## src/rtl/pipelined_array_multiplier_if.sv

```systemverilog
// Operand/result handshake bundle for the pipelined array multiplier.
// The producer side drives operands and out_ready; the multiplier drives the rest.
interface pipelined_array_multiplier_if #(
  parameter int WIDTH = 8
);
  logic                 in_valid;
  logic                 in_ready;
  logic [WIDTH-1:0]     in_a;
  logic [WIDTH-1:0]     in_b;
  logic                 in_signed;
  logic                 out_valid;
  logic                 out_ready;
  logic [2*WIDTH-1:0]   out_product;
  logic                 busy;

  modport master (
    output in_valid, in_a, in_b, in_signed, out_ready,
    input  in_ready, out_valid, out_product, busy
  );

  modport slave (
    input  in_valid, in_a, in_b, in_signed, out_ready,
    output in_ready, out_valid, out_product, busy
  );
endinterface

```

## src/rtl/pipelined_array_multiplier.sv

```systemverilog
// Pipelined WIDTH x WIDTH array multiplier, unsigned or Baugh-Wooley signed per transaction.
// Each stage folds ROWS_PER_STAGE partial-product rows into a registered running sum.
module pipelined_array_multiplier #(
  parameter int WIDTH          = 8,
  parameter int ROWS_PER_STAGE = 2
) (
  input logic                          clk,
  input logic                          rst_n,
  pipelined_array_multiplier_if.slave  bus
);
  localparam int LATENCY = WIDTH / ROWS_PER_STAGE;
  localparam int PW      = 2 * WIDTH;
  localparam logic [PW-1:0] BW_CONST = (PW'(1) << WIDTH) | (PW'(1) << (PW - 1));

  if (WIDTH < 2 || (WIDTH % ROWS_PER_STAGE) != 0) begin : g_param_check
    $error("WIDTH must be >= 2 and a multiple of ROWS_PER_STAGE");
  end

  logic [LATENCY-1:0] valid_q, valid_d;
  logic [LATENCY-1:0] sgn_q, sgn_d;
  logic [WIDTH-1:0]   a_q   [LATENCY];
  logic [WIDTH-1:0]   b_q   [LATENCY];
  logic [PW-1:0]      sum_q [LATENCY];
  logic [WIDTH-1:0]   a_d   [LATENCY];
  logic [WIDTH-1:0]   b_d   [LATENCY];
  logic [PW-1:0]      sum_d [LATENCY];
  logic               advance;

  // Row terms that pair an operand MSB with a non-MSB bit are inverted in signed mode.
  function automatic logic [PW-1:0] pp_row(input logic [WIDTH-1:0] a, input logic b_bit,
                                           input logic sgn, input int row);
    logic [WIDTH-1:0] bits;
    logic [WIDTH-1:0] flip;
    bits = a & {WIDTH{b_bit}};
    if (row == WIDTH - 1) flip = {1'b0, {(WIDTH-1){1'b1}}};
    else                  flip = {1'b1, {(WIDTH-1){1'b0}}};
    if (sgn) bits = bits ^ flip;
    return PW'(bits) << row;
  endfunction

  always_comb begin
    logic [WIDTH-1:0] b_shift;
    b_shift = '0;
    for (int k = 0; k < LATENCY; k++) begin
      if (k == 0) begin
        valid_d[k] = bus.in_valid;
        sgn_d[k]   = bus.in_signed;
        a_d[k]     = bus.in_a;
        b_d[k]     = bus.in_b;
        sum_d[k]   = bus.in_signed ? BW_CONST : '0;
      end else begin
        valid_d[k] = valid_q[k-1];
        sgn_d[k]   = sgn_q[k-1];
        a_d[k]     = a_q[k-1];
        b_d[k]     = b_q[k-1];
        sum_d[k]   = sum_q[k-1];
      end
      for (int r = 0; r < ROWS_PER_STAGE; r++) begin
        b_shift  = b_d[k] >> (k * ROWS_PER_STAGE + r);
        sum_d[k] = sum_d[k] + pp_row(a_d[k], b_shift[0], sgn_d[k], k * ROWS_PER_STAGE + r);
      end
    end
  end

  // Whole pipe moves together; stalled bubbles stay where they are.
  assign advance = ~valid_q[LATENCY-1] | bus.out_ready;

  always_ff @(posedge clk or negedge rst_n) begin
    if (!rst_n) begin
      valid_q <= '0;
      sgn_q   <= '0;
      for (int k = 0; k < LATENCY; k++) begin
        a_q[k]   <= '0;
        b_q[k]   <= '0;
        sum_q[k] <= '0;
      end
    end else if (advance) begin
      valid_q <= valid_d;
      sgn_q   <= sgn_d;
      for (int k = 0; k < LATENCY; k++) begin
        a_q[k]   <= a_d[k];
        b_q[k]   <= b_d[k];
        sum_q[k] <= sum_d[k];
      end
    end
  end

  assign bus.in_ready    = advance;
  assign bus.out_valid   = valid_q[LATENCY-1];
  assign bus.out_product = sum_q[LATENCY-1];
  assign bus.busy        = |valid_q;
endmodule

```

## src/flat_wrapper.sv

```systemverilog
// flat-port wrapper written by rule: the top's interface ports become plain ports
module pipelined_array_multiplier_flat 
#(
  parameter int WIDTH          = 8,
  parameter int ROWS_PER_STAGE = 2
)
  (clk, rst_n, bus_in_valid, bus_in_a, bus_in_b, bus_in_signed, bus_out_ready, bus_in_ready, bus_out_valid, bus_out_product, bus_busy);
  pipelined_array_multiplier_if #(.WIDTH(WIDTH)) bus_i ();
  input logic clk;
  input logic rst_n;
  input wire logic [$bits(bus_i.in_valid)-1:0] bus_in_valid;
  input wire logic [$bits(bus_i.in_a)-1:0] bus_in_a;
  input wire logic [$bits(bus_i.in_b)-1:0] bus_in_b;
  input wire logic [$bits(bus_i.in_signed)-1:0] bus_in_signed;
  input wire logic [$bits(bus_i.out_ready)-1:0] bus_out_ready;
  output wire logic [$bits(bus_i.in_ready)-1:0] bus_in_ready;
  output wire logic [$bits(bus_i.out_valid)-1:0] bus_out_valid;
  output wire logic [$bits(bus_i.out_product)-1:0] bus_out_product;
  output wire logic [$bits(bus_i.busy)-1:0] bus_busy;
  assign bus_i.in_valid = bus_in_valid;
  assign bus_i.in_a = bus_in_a;
  assign bus_i.in_b = bus_in_b;
  assign bus_i.in_signed = bus_in_signed;
  assign bus_i.out_ready = bus_out_ready;
  assign bus_in_ready = bus_i.in_ready;
  assign bus_out_valid = bus_i.out_valid;
  assign bus_out_product = bus_i.out_product;
  assign bus_busy = bus_i.busy;
  pipelined_array_multiplier #(.WIDTH(WIDTH), .ROWS_PER_STAGE(ROWS_PER_STAGE)) u_core (.clk(clk), .rst_n(rst_n), .bus(bus_i));
endmodule
```

## config.mk

```make
export PLATFORM = sky130hd
export DESIGN_NAME = pipelined_array_multiplier_flat
export DESIGN_NICKNAME = d
export VERILOG_FILES = /design/src/rtl/pipelined_array_multiplier_if.sv /design/src/rtl/pipelined_array_multiplier.sv /design/src/flat_wrapper.sv
export SDC_FILE = /design/constraint.sdc
export NUM_CORES = 1
export LEC_CHECK = 0
export CORE_MARGIN = 4
export CORE_UTILIZATION = 45
export DETAILED_ROUTE_END_ITERATION = 10
export PLACE_DENSITY = 0.61
export SLEW_MARGIN = 15
export SYNTH_ARGS = -nofsm -noshare
export SYNTH_HDL_FRONTEND = slang
export SYNTH_SLANG_ARGS = --single-unit
```

## constraint.sdc

```tcl
create_clock -name clk -period 4.3 [get_ports clk]
set_clock_uncertainty 0.2 [all_clocks]
set_input_delay 1.29 -clock clk [delete_from_list [all_inputs] [get_ports clk]]
set_output_delay 1.29 -clock clk [all_outputs]
set_load 0.01 [all_outputs]
```

==> results_dict.tcl <==
set metrics [dict create \
    status "completed" \
    setup_violations 0 \
    synth-edff-count 0 \
    firstDrtPassIters 4 \
    rsz0062_at_grt "no" \
    syn_avg_cell_area_um2 8.42 \
    post-synth-top-area-fraction 0.403 \
    final_cells 887 \
    power.internal_mw 3.16 \
    htree_levels 3 \
    worstPathArrival_ps 2460 \
    synth_xor_area_frac 0.0416 \
    yosysTopAreaCell "dfrtp_1" \
    dp_hpwl_mm 7.57 \
    antenna_found_initial 0 \
    synth_top_family_by_area "simple AND/OR/NAND/NOR gates" \
    holdPathStages 2 \
    reg2reg_from "u_core.sgn_q[2]$_DFFE_PN0P_" \
    hold_slack_ps 264 \
    synth_top_flop_cell "dfrtp_1" \
    p_per_area_nw_per_um2 846 \
    ff2ff_path_depth 9 \
    core_um2 12700 \
    finalHoldViolations 0 \
    synth_seq_cells 95 \
    place_congestion 0.850 \
    min_path_type "reg -> reg" \
    drive_above_1_share 0.0350 \
    root_buffer "clkbuf_16" \
    die_area_um2 15000 \
    r2r_slack_ps 870 \
    path_clk_slew_ps 60 \
    cts_made_buffers 9 \
    vias 4256 \
    synthDistinctLibCells 37 \
    max_slew_margin 0.364 \
    synthMuxAreaShare 0 \
    port-buffer-count 39 \
    worstMarginPinSlew_ps 954 \
    fin_nets 791 \
    cts.sink_count 95 \
    ctsResizeCount 0 \
    yosys.cell_count.top_type "nand2_1" \
    worstPathMaxFanout 2 \
    vias_per_cell 4.80 \
    grt_pass1_vias 4313 \
    ir_drop_v 0.000286 \
    start_util 0.463 \
    dieHeight_um 122 \
    grt.overflow.total 0 \
    tritoncts "done" \
    utilization 0.517 \
    grt_pass1_wl_mm 18.9 \
    ant_nets 0 \
    wl_per_cell_um 11.8 \
    ios 40 \
    holdPathEnd "u_core.b_d[15]$_DFFE_PN0P_" \
    drt_wl_total_mm 10.5 \
    drc 0 \
    die_w_um 122 \
    syn_area_um2 5900 \
    worstReg2RegEnd "u_core.bus.out_product[15]$_DFFE_PN0P_" \
    holdBufCountCts 0 \
    syn_inst 700 \
    cts_setup_buffers 0 \
    p_clk_frac 0.134 \
    synthAdderAreaFrac 0.157 \
    combPwrFrac 0.578 \
    yosysWarnings 0 \
    async_reset_ff_frac 1.00 \
    critPathKind "in -> out" \
    drv_slew 0 \
    power.switching_mw 2.41 \
    synthTopCellsByArea "dfrtp_1, nand2_1, fa_1, ha_1, inv_1" \
    place_inst 872 \
    finalPower_mw 5.57 \
    grt_max_degree 101 \
    end_kind "output port" \
    netSwitchingFraction 0.432 \
    yosysSeqAreaShare 0.403 \
    leakage_nw 3.35 \
    track_usage 0.154 \
    antenna_cells 0 \
    period_share 0.919 \
    seq_power_share 0.288 \
    synthSimpleGateAreaFrac 0.216 \
    maxCapViolations 0 \
    worstPathRequired_ps 2810 \
    area_growth_pct 11.6 \
    fin_setup_tns_ps 0 \
    fin_crit_ps 3950 \
    worstSetupStartpointType "primary input" \
    drt-initial-drc-count 221 \
    synth_common_cells "nand2_1, dfrtp_1, inv_1, ha_1, o21ai_0" \
    min_from "u_core.b_d[15]$_DFFE_PN0P_" \
    max_freq_mhz 253 \
    syn_nets 780 \
    synth_compound_area_frac 0.0993 \
    cts_max_path_buffers 2 \
    rows 41 \
    clock_latency_ps 340 \
]
[registers in the layout, indices dropped and copies added (netlist names)]
register,count
u_core.bus.out_product,16
u_core.a_d,24
u_core.sgn_q,3
u_core.b_d,12
u_core.sum_q,36
u_core.valid_q,4
[critical path, cell delays in order]
cell and delay (ps):
clkdlybuf4s50_1 450, nor2b_4 190, inv_2 50, clkdlybuf4s50_1 470
[layout make-up]
| cell class | instances | area, um2 |
|---|---|---|
| Multi-Input combinational cell | 496 | 3040 |
| Sequential cell | 95 | 2380 |
| Inverter | 65 | 244 |
| Timing Repair Buffer | 44 | 425 |
| Clock inverter | 3 | 18.8 |
| Clock buffer | 12 | 256 |
| Tap cell | 172 | 215 |
| Fill cell | 1260 | 6140 |
[power groups by stage]
stage	clock [mW]	sequential (mW)	combinational [mW]
after floorplan	0	1.50	2.69
after global placement	0	1.62	3.13
after detailed placement	0	1.63	3.23
after CTS	0.767	1.61	3.26
after global routing	0.799	1.67	3.78
final	0.744	1.60	3.22
[cell usage in the layout (no fill, tap or decap), drive strengths merged, types with 3 or more instances in the layout]
cell | synthesis | layout
a211oi | 10 | 10
a21o | 6 | 6
a21oi | 21 | 21
a31oi | 4 | 4
and2 | 18 | 18
buf | 29 | 6
clkbuf | 15 | 12
clkdlybuf4s50 | 0 | 38
clkinv | 0 | 3
dfrtp | 95 | 95
fa | 25 | 25
ha | 34 | 34
inv | 65 | 65
nand2 | 253 | 253
nand2b | 6 | 6
nor2 | 18 | 18
nor2b | 4 | 4
nor3 | 9 | 9
o21ai | 36 | 36
o21bai | 4 | 4
o22ai | 3 | 3
xnor2 | 8 | 8
xor2 | 20 | 20
[how the worst max path moves through the flow]
stage          slack (ps)  cells past startpoint           end     startpoint
5_1_grt               330                      4  bus_in_ready  bus_out_ready
4_1_cts               320                      4  bus_in_ready  bus_out_ready
6_report              350                      4  bus_in_ready  bus_out_ready
2_1_floorplan         970                      4  bus_in_ready  bus_out_ready
3_3_place_gp          330                      4  bus_in_ready  bus_out_ready
3_5_place_dp          340                      4  bus_in_ready  bus_out_ready
[logic make-up after synthesis]
family,after synthesis
AND/OR/NAND/NOR,313
buffers and inverters,109
AO/OA/AOI/OAI,96
flip-flops,95
adder cells (fa/ha/maj),59
XOR/XNOR,28
[metrics by stage]
stage | instance area, um2 | setup slack, ps
floorplan | 5900 | 970
global placement | 6300 | 326
detailed placement | 6300 | 336
CTS | 6580 | 322
global route | 6580 | 325
finish | 6580 | 349
[routing by layer]
layer,GRT usage,vias to the layer above,routed length (um)
met5,0,-,0
met4,0.0525,0,114
met3,0.0253,10,292
met2,0.276,55,5310
met1,0.188,1975,4770
li1,-,2216,-
No activity file was read; power rests on OpenSTA's default activity.
